$ cat src/rtl/uart_pkg.sv
// Shared UART definitions used by the RX path and, later, by the TX path.
package uart_pkg;

    typedef enum logic [2:0] {
        IDLE,
        START,
        DATA,
        PARITY,
        STOP,
        BREAK
    } uart_state_e;

    localparam int DATA_BITS = 8;
    localparam int MIN_DIV   = 4;

endpackage

$ cat src/rtl/sync_fifo.sv
// Single-clock first-word fall-through FIFO; pointers carry one extra wrap bit.
module sync_fifo #(
    parameter int WIDTH = 8,
    parameter int DEPTH = 8
) (
    input  logic                     clk,
    input  logic                     rst,
    input  logic                     push,
    input  logic                     pop,
    input  logic [WIDTH-1:0]         din,
    output logic [WIDTH-1:0]         dout,
    output logic [$clog2(DEPTH):0]   count,
    output logic                     full,
    output logic                     empty
);

    localparam int AW = $clog2(DEPTH);

    logic [WIDTH-1:0] mem [DEPTH];
    logic [AW:0]      wr_ptr;
    logic [AW:0]      rd_ptr;
    logic             do_push;
    logic             do_pop;

    assign empty = (wr_ptr == rd_ptr);
    assign full  = (wr_ptr[AW] != rd_ptr[AW]) && (wr_ptr[AW-1:0] == rd_ptr[AW-1:0]);
    assign count = wr_ptr - rd_ptr;
    assign dout  = empty ? '0 : mem[rd_ptr[AW-1:0]];

    // A pop in the same cycle frees the slot a push into a full FIFO needs.
    assign do_pop  = pop & ~empty;
    assign do_push = push & (~full | do_pop);

    always_ff @(posedge clk) begin
        if (rst) begin
            wr_ptr <= '0;
            rd_ptr <= '0;
        end else begin
            if (do_push) wr_ptr <= wr_ptr + 1'b1;
            if (do_pop)  rd_ptr <= rd_ptr + 1'b1;
        end
    end

    always_ff @(posedge clk) begin
        if (do_push) mem[wr_ptr[AW-1:0]] <= din;
    end

endmodule

$ cat src/rtl/uart_rx_fifo.sv
// UART receiver (8N1, or 8E1 when UART_RX_PARITY_EN is defined) feeding a
// small receive FIFO with sticky frame/overrun (and parity) error flags.
module uart_rx_fifo
    import uart_pkg::*;
#(
    parameter int DIV_W      = 16,
    parameter int FIFO_DEPTH = 8,
    parameter int CNT_W      = 4
) (
    input  logic             clk,
    input  logic             rst,
    input  logic             rx,
    input  logic [DIV_W-1:0] baud_div,
    input  logic             rd_en,
    input  logic             err_clr,
    output logic [7:0]       rd_data,
    output logic             rx_valid,
    output logic [CNT_W-1:0] fifo_count,
    output logic             frame_err,
    output logic             overrun_err
`ifdef UART_RX_PARITY_EN
    ,output logic            parity_err
`endif
);

    logic             sync0;
    logic             rxs;
    uart_state_e      state, state_n;
    logic [DIV_W-1:0] cnt, cnt_n;
    logic [DIV_W-1:0] div_q, div_n;
    logic [DIV_W-1:0] div_eff;
    logic [2:0]       idx, idx_n;
    logic [7:0]       shift, shift_n;
    logic             tick0;
    logic             push_req;
    logic             set_fe;
    logic             set_oe;
    logic             pop_ok;
    logic             fifo_full;
    logic             fifo_empty;
`ifdef UART_RX_PARITY_EN
    logic             par_bad, par_bad_n;
    logic             set_pe;
`endif

    always_ff @(posedge clk) begin
        if (rst) begin
            sync0 <= 1'b1;
            rxs   <= 1'b1;
        end else begin
            sync0 <= rx;
            rxs   <= sync0;
        end
    end

    assign div_eff = (baud_div < DIV_W'(MIN_DIV)) ? DIV_W'(MIN_DIV) : baud_div;
    assign tick0   = (cnt == '0);

    always_ff @(posedge clk) begin
        if (rst) begin
            state   <= IDLE;
            cnt     <= '0;
            div_q   <= DIV_W'(MIN_DIV);
            idx     <= '0;
            shift   <= '0;
`ifdef UART_RX_PARITY_EN
            par_bad <= 1'b0;
`endif
        end else begin
            state   <= state_n;
            cnt     <= cnt_n;
            div_q   <= div_n;
            idx     <= idx_n;
            shift   <= shift_n;
`ifdef UART_RX_PARITY_EN
            par_bad <= par_bad_n;
`endif
        end
    end

    always_comb begin
        state_n  = state;
        cnt_n    = cnt;
        div_n    = div_q;
        idx_n    = idx;
        shift_n  = shift;
        push_req = 1'b0;
        set_fe   = 1'b0;
`ifdef UART_RX_PARITY_EN
        par_bad_n = par_bad;
        set_pe    = 1'b0;
`endif
        case (state)
            IDLE: begin
                // Divisor is captured here so mid-frame changes are ignored.
                if (!rxs) begin
                    state_n = START;
                    div_n   = div_eff;
                    cnt_n   = (div_eff >> 1) - DIV_W'(1);
                end
            end
            START: begin
                if (tick0) begin
                    if (rxs) begin
                        state_n = IDLE;
                    end else begin
                        state_n = DATA;
                        cnt_n   = div_q - DIV_W'(1);
                        idx_n   = '0;
                    end
                end else begin
                    cnt_n = cnt - DIV_W'(1);
                end
            end
            DATA: begin
                if (tick0) begin
                    shift_n[idx] = rxs;
                    cnt_n        = div_q - DIV_W'(1);
                    if (idx == 3'(DATA_BITS - 1)) begin
`ifdef UART_RX_PARITY_EN
                        state_n = PARITY;
`else
                        state_n = STOP;
`endif
                    end else begin
                        idx_n = idx + 3'd1;
                    end
                end else begin
                    cnt_n = cnt - DIV_W'(1);
                end
            end
`ifdef UART_RX_PARITY_EN
            PARITY: begin
                if (tick0) begin
                    par_bad_n = (^shift) ^ rxs;
                    set_pe    = (^shift) ^ rxs;
                    cnt_n     = div_q - DIV_W'(1);
                    state_n   = STOP;
                end else begin
                    cnt_n = cnt - DIV_W'(1);
                end
            end
`endif
            STOP: begin
                if (tick0) begin
                    if (rxs) begin
`ifdef UART_RX_PARITY_EN
                        push_req = ~par_bad;
`else
                        push_req = 1'b1;
`endif
                        state_n  = IDLE;
                    end else begin
                        set_fe  = 1'b1;
                        state_n = BREAK;
                    end
                end else begin
                    cnt_n = cnt - DIV_W'(1);
                end
            end
            BREAK: begin
                // Hold off start detection until the line returns high.
                if (rxs) state_n = IDLE;
            end
            default: state_n = IDLE;
        endcase
    end

    assign pop_ok = rd_en & ~fifo_empty;
    assign set_oe = push_req & fifo_full & ~pop_ok;

    sync_fifo #(
        .WIDTH (8),
        .DEPTH (FIFO_DEPTH)
    ) u_fifo (
        .clk   (clk),
        .rst   (rst),
        .push  (push_req),
        .pop   (rd_en),
        .din   (shift),
        .dout  (rd_data),
        .count (fifo_count),
        .full  (fifo_full),
        .empty (fifo_empty)
    );

    assign rx_valid = ~fifo_empty;

    // Set takes priority over a coincident clear.
    always_ff @(posedge clk) begin
        if (rst) begin
            frame_err   <= 1'b0;
            overrun_err <= 1'b0;
`ifdef UART_RX_PARITY_EN
            parity_err  <= 1'b0;
`endif
        end else begin
            frame_err   <= set_fe | (frame_err & ~err_clr);
            overrun_err <= set_oe | (overrun_err & ~err_clr);
`ifdef UART_RX_PARITY_EN
            parity_err  <= set_pe | (parity_err & ~err_clr);
`endif
        end
    end

endmodule

$ cat config.mk
export PLATFORM = sky130hd
export DESIGN_NAME = uart_rx_fifo
export DESIGN_NICKNAME = d
export VERILOG_FILES = /design/src/rtl/uart_pkg.sv /design/src/rtl/sync_fifo.sv /design/src/rtl/uart_rx_fifo.sv
export SDC_FILE = /design/constraint.sdc
export NUM_CORES = 1
export LEC_CHECK = 0
export BUFFER_PORTS_ARGS = -buffer_cell sky130_fd_sc_hd__buf_2
export CAP_MARGIN = 0
export CORE_MARGIN = 2
export CORE_UTILIZATION = 59
export CTS_CLUSTER_SIZE = 28
export DETAILED_ROUTE_END_ITERATION = 10
export PLACE_DENSITY_LB_ADDON = 0.08
export SLEW_MARGIN = 20
export SYNTH_ARGS = -nofsm -noshare
export SYNTH_HDL_FRONTEND = slang
export SYNTH_SLANG_ARGS = --single-unit
$ cat constraint.sdc
create_clock -name clk -period 5.6 [get_ports clk]
set_input_delay 0.84 -clock clk [delete_from_list [all_inputs] [get_ports clk]]
set_output_delay 0.84 -clock clk [all_outputs]
set_load 0.01 [all_outputs]
==> out/metrics.csv, run 1 <==
stage,metric,value,unit
outcome,outcome,"finished, final reports clean",
timing,fin_ws,2.35,ns
power_and_ir_drop,p_leak,0.00244,µW
timing,post-route-period-util,58.1,%
power_and_ir_drop,p_sw,581,µW
timing,slew_viol_final,0,
clock_tree,htreeDepth,4,
critical_path,rrSetupSlack,2.35,ns
place,place_ws,2.08,ns
floorplanning,die_w,106,µm
power_and_ir_drop,ir_drop,0.000209,V
critical_path,ff2ff_path_depth,7,
place,hpwl,9220,µm
synthesis,syn_area_per_cell,10.6,µm²
cells_and_area,area_growth,14.5,%
grt,grt_max_degree,61,
floorplanning,die_h,106,µm
clock_tree,cts-resized-gates,0,
critical_path,cpPeakStageDelay,0.67,ns
synthesis,synth_nets,607,
synthesis,synth_area_leaders,"edfxtp_1 32%, dfxtp_1 20%, mux4_2 5.9%",
clock_tree,cts_hold_buf,0,
synthesis,syn-cell-area,6090,µm²
synthesis,yosysSeqAreaShare,51.6,%
timing,layout_min_cycle_time,3.25,ns
clock_tree,insertion_delay,0.51,ns
synthesis,synth-seq-cells,125,
power_and_ir_drop,p_comb_share,9.9,%
grt,grt_pass1_vias,4470,
grt,antenna_found_initial,0,
cells_and_area,drive_gt1_share,17.1,%
timing,max_freq,307,MHz
route,ant_nets,0,
synthesis,yosysWarnings,0,
clock_tree,cts_buffers,17,
critical_path,critPathKind,reg -> reg,
place,io_buffers,35,
timing,rsz0062_at_grt,no,
timing,fin_skew,0.00713,ns
synthesis,synth_edf_count,64,
critical_path,cp-start-kind,register,
power_and_ir_drop,power_density,326,nW/µm²
route,drt-vias-per-instance,6.00,
cells_and_area,most-common-layout-cells,"66 x nor2_1, 64 x edfxtp_1, 60 x dfxtp_1",
grt,grt_pass1_wl,22200,µm
clock_tree,clock-sinks,125,
route,drt_pass1_iterations,4,
critical_path,critPathMaxFanout,8,
clock_tree,cts_tree,built,
route,drt-total-wl,13500,µm
cells_and_area,stdcell_count,756,
grt,grt_use_total,25.7,%
synthesis,synth_top_area_cell,edfxtp_1,
route,vias,4535,
critical_path,cp.required,5.73,ns
power_and_ir_drop,p_int,1690,µW
critical_path,cpMaxStageDelayCell,nor2_1,
power_and_ir_drop,pwr-share-seq,43.6,%
synthesis,synth_ff_type,edfxtp_1,
critical_path,arrival,3.39,ns
critical_path,crit_buf_inv,1,
clock_tree,cts.clk_slew.worst_paths,0.06,ns
critical_path,crit_family,simple AND/OR/NAND/NOR gates,
clock_tree,clockBufferDepth,2,
timing,setup_tns,0,ns
floorplanning,row_count,37,
synthesis,synth_cell_types,56,
timing,finalSetupViolations,0,
critical_path,crit_path_start,cnt[0],
critical_path,path_depth,7,
timing,relSlewSlack,26.2,%
grt,grt_overflow,0,
floorplanning,initial_core_util,59.8,%
floorplanning,fp.dieArea,11200,µm²
route,drtIter0Drc,261,
synthesis,synth_top_area_share,31.6,%
clock_tree,cts_root_buf,clkbuf_8,
timing,hold_viol_final,0,
critical_path,cp-end-kind,register,
critical_path,setup.worst_path.end,u_fifo.mem[2][1],
synthesis,synthArstFlopShare,0,%
critical_path,timing.rr.end,u_fifo.mem[2][1],
cells_and_area,diodes,0,
power_and_ir_drop,switching_share,25.5,%
floorplanning,core,10200,µm²
run,cap_violations,0,
min_path,holdPathStages,1,
clock_tree,cts_setup_buffers,0,
route,drcViolationCount,0,
route,wl_per_cell,17.8,µm
critical_path,r2r-start,cnt[0],
timing,worst_pin_slew,1.11,ns
floorplanning,pin_count,36,
cells_and_area,final_common_cell,nor2_1,
power_and_ir_drop,power_frac_clock,46.4,%
min_path,holdCritPathClass,reg -> reg,
place,gp_congestion,0.885,
place,dp.cells,724,
synthesis,synth_cells,575,
critical_path,critical_path.cell_chain,inv_1 -> ha_1 -> nor3b_2 -> nand4_2 -> nor4b_4 -> or2b_1 -> nor2_1,
cells_and_area,fin_nets,639,
Yosys cell counts (2+ instances only):
cell / instances
nand2b_1: 5
nor4_1: 9
ha_1: 10
a31oi_1: 2
mux4_2: 16
or3_1: 4
a32oi_1: 2
mux2i_1: 17
inv_1: 14
clkbuf_1: 22
o22ai_1: 11
xnor2_1: 18
or3b_2: 2
edfxtp_1: 64
o32ai_1: 2
nand4b_1: 5
and4_1: 2
nand2_1: 56
o21ai_0: 24
or2_2: 2
a221oi_1: 5
a211oi_1: 6
nor3b_1: 3
and2_1: 3
a211o_1: 2
a21oi_1: 36
nor3_1: 19
nor4_4: 2
xor2_1: 19
nor2b_1: 4
nor2_1: 66
o21ai_1: 2
dfxtp_1: 61
nand4_1: 9
nand3b_1: 11
buf_1: 4
nand3_1: 17
stage by stage:
step / cell area [µm²] / util (%) / total power [µW] / hold WS (ns)
finish: 6970 / 68.5 / 2270 / 0.410
floorplan: 6090 / - / 1170 / 0.389
global placement: 6370 / 62.6 / 1230 / 0.395
global route: 6970 / 68.5 / 2350 / 0.431
detailed placement: 6370 / 62.6 / 1230 / 0.394
CTS: 6950 / 68.2 / 2280 / 0.410
layer usage:
layer	track usage [%]	wire (µm)
met3	5.19	671
met4	10.7	296
met2	47.3	7280
met1	28.9	5210
met5	0	0
how the worst min path moves through the flow:
| stage | slack (ns) | to | from |
|---|---|---|---|
| 2_1_floorplan | 0.39 | rxs | sync0 |
| 3_3_place_gp | 0.39 | rxs | sync0 |
| 3_5_place_dp | 0.39 | rxs | sync0 |
| 4_1_cts | 0.41 | rxs | sync0 |
| 5_1_grt | 0.43 | rxs | sync0 |
| 6_report | 0.41 | rxs | sync0 |
sequential cells by signal (all words and copies together), names as in the netlist, named ones only:
name and count:
frame_err 1, u_fifo.mem 64, u_fifo.rd_ptr 4, sync0 1, rxs 1, state 3, overrun_err 1, div_q 16
u_fifo.wr_ptr 4, cnt 16, shift 8, idx 3
power by group through the flow:
stage,clock (µW),sequential [µW],combinational [µW]
2_1_floorplan,0,1010,165
3_3_place_gp,0,1010,217
3_5_place_dp,0,1010,218
4_1_cts,1070,992,221
5_1_grt,1110,995,250
6_report,1060,992,226
kinds of logic after synthesis:
logic type                 after synthesis  share of synthesized area (%)
buffers and inverters                   41                           2.59
AOI/OAI and AO/OA                       99                           9.74
adders and majority gates               11                           2.38
muxes                                   33                           8.71
and+or+nand+nor                        229                           19.6
xor gates and xnor gates                37                           5.32
DFF                                    125                           51.6
final cells by class:
type,count,area [µm²]
Fill cell,780,3210
Clock inverter,15,163
Timing Repair Buffer,40,213
Tap cell,136,170
Multi-Input combinational cell,409,2820
Sequential cell,125,3140
Clock buffer,17,414
Inverter,14,52.6
Power figures use the tool's default switching activity.
==> run 2: changes to the inputs <==
- clock period: 5.6 -> 3.2 ns (I/O delays scaled with it)
==> run 2 against run 1 <==
  * Setup slack got worse by 1.8 ns
  * Critical path type is now reg -> out
  * First-iteration DRC count decreased by 6.1%
  * Count of clock-buffer cells in the layout increased by 3
  * Via count increased by 0.79%
  * Largest cell class unchanged
==> out/metrics.csv, run 2 (synthesis gave the netlist of run 1 again) <==
stage,metric,value,unit,change
timing,worst_pin_slew,0.775,ns,-0.332 ns
critical_path,rrSetupSlack,0.59,ns,-1.76 ns
critical_path,cp-end-kind,output port,,
critical_path,arrival,2.19,ns,-1.20 ns
cells_and_area,largest_reg_flops,64,,unchanged
timing,rsz0062_at_grt,no,,
clock_tree,cts_hold_buf,0,,unchanged
cells_and_area,stdcell_count,775,,+2.5%
critical_path,cpPeakStageDelay,0.46,ns,-0.21 ns
clock_tree,cts.clk_slew.worst_paths,0.05,ns,about the same
floorplanning,die_w,106,µm,unchanged
cells_and_area,final_common_cell,nor2_1,,
clock_tree,cts_buffers,17,,unchanged
route,drt-vias-per-instance,5.90,,-1.7%
timing,finalSetupViolations,0,,unchanged
min_path,holdCritPathClass,in -> reg,,
power_and_ir_drop,ir_drop,0.000384,V,+84%
route,vias,4571,,+0.79%
route,drt_pass1_iterations,5,,+1
power_and_ir_drop,power_density,564,nW/µm²,+73%
grt,grt_pass1_wl,22700,µm,+2.3%
cells_and_area,fin_nets,658,,+3.0%
critical_path,critPathKind,reg -> out,,
cells_and_area,multi_input_area,2800,µm²,-0.76%
critical_path,cpMaxStageDelayCell,dfxtp_1,,
route,drt-total-wl,13900,µm,+3.2%
clock_tree,htreeDepth,4,,unchanged
cells_and_area,drive_gt1_share,18.2,%,+1.1 points
grt,grt_use_total,27.0,%,+1.2 points
place,hpwl,10000,µm,+8.5%
timing,slew_viol_final,0,,unchanged
timing,fin_skew,0.00956,ns,+0.00243 ns
route,wl_per_cell,17.9,µm,+0.66%
power_and_ir_drop,power,4000,µW,+76%
clock_tree,cts_tree,built,,
cells_and_area,final_util,69.6,%,+1.1 points
clock_tree,cts_setup_buffers,0,,unchanged
outcome,outcome,"finished, final reports clean",,
cells_and_area,area_growth,16.4,%,
route,drcViolationCount,0,,unchanged
floorplanning,initial_core_util,59.8,%,unchanged
grt,antenna_found_initial,0,,unchanged
power_and_ir_drop,p_leak,0.00254,µW,+4.0%
grt,grt_pass1_vias,4576,,+2.4%
floorplanning,pin_count,36,,unchanged
critical_path,cp.required,2.72,ns,-3.01 ns
route,ant_nets,0,,unchanged
grt,grt_overflow,0,,unchanged
timing,layout_min_cycle_time,2.67,ns,
cells_and_area,fill_cells,790,,+1.3%
clock_tree,clock-sinks,125,,unchanged
place,gp_congestion,0.860,,-2.9%
floorplanning,row_count,37,,unchanged
cells_and_area,diodes,0,,unchanged
place,io_buffers,35,,unchanged
clock_tree,cts-resized-gates,0,,unchanged
clock_tree,insertion_delay,0.52,ns,about the same
critical_path,critPathMaxFanout,9,,+1
clock_tree,clockBufferDepth,2,,unchanged
timing,post-route-period-util,83.5,%,
place,dp.cells,743,,+2.6%
cells_and_area,most-common-layout-cells,"66 x nor2_1, 64 x edfxtp_1, 61 x dfxtp_1",,
critical_path,cp-start-kind,register,,
critical_path,critical_path.cell_chain,inv_1 -> ha_1 -> and4_1 -> inv_1 -> buf_2,,
clock_tree,cts_root_buf,clkbuf_8,,
timing,setup_tns,0,ns,unchanged
cells_and_area,regArea,3140,µm²,about the same
timing,hold_viol_final,0,,unchanged
grt,grt_max_degree,41,,-33%
timing,max_freq,374,MHz,
route,drtIter0Drc,245,,-6.1%
floorplanning,die_h,106,µm,unchanged
floorplanning,fp.dieArea,11200,µm²,unchanged
timing,relSlewSlack,48.2,%,+22 points
critical_path,critical_path.most_common_cell,inv_1,,
floorplanning,core,10200,µm²,unchanged
run,cap_violations,0,,unchanged
## run 2: critical path: cells and delay by family, from the launching register on
family                   cells  cell delay [ns]
adder cells (fa/ha/maj)      1             0.32
buffers and inverters        3             0.43
flip-flops                   1             0.46
AND/OR/NAND/NOR              1             0.46
## run 2: power by group
| part | internal (µW) | switching [µW] | total, µW |
|---|---|---|---|
| clock | 1180 | 670 | 1850 |
| combinational | 161 | 255 | 416 |
| sequential | 1700 | 40.0 | 1740 |
## run 2: per-stage QoR
| stage | setup WS [ns] | hold WS (ns) | instance area (µm²) |
|---|---|---|---|
| 2_1_floorplan | 0.314 | 0.389 | 6090 |
| 3_3_place_gp | 0.713 | 0.393 | 6520 |
| 3_5_place_dp | 0.594 | 0.397 | 6520 |
| 4_1_cts | 0.487 | 0.115 | 7090 |
| 5_1_grt | 0.317 | 0.126 | 7090 |
| 6_report | 0.527 | 0.137 | 7090 |
## run 2: layout make-up
class	instances	share of cell area, %
inverter	14	0.741
clock buffer	20	6.00
multi-input combinational	409	39.4
tap	136	2.40
sequential	125	44.3
timing repair buffer	59	5.01
clock inverter	12	2.07
## run 2: final timing paths
kind	from	to	depth (start not counted)
worst max-delay path	u_fifo.wr_ptr[0]	rx_valid	5
worst min-delay path	rx	sync0	2
worst max register to register	cnt[7]	u_fifo.mem[0][1]	6
worst min register to register	sync0	rxs	1
## run 2: metal layers
metal	global-route usage (%)	share of wire, %
met1	28.5	38
met5	0	0
met3	6.80	4.0
met2	49.4	53
met4	13.7	4.1
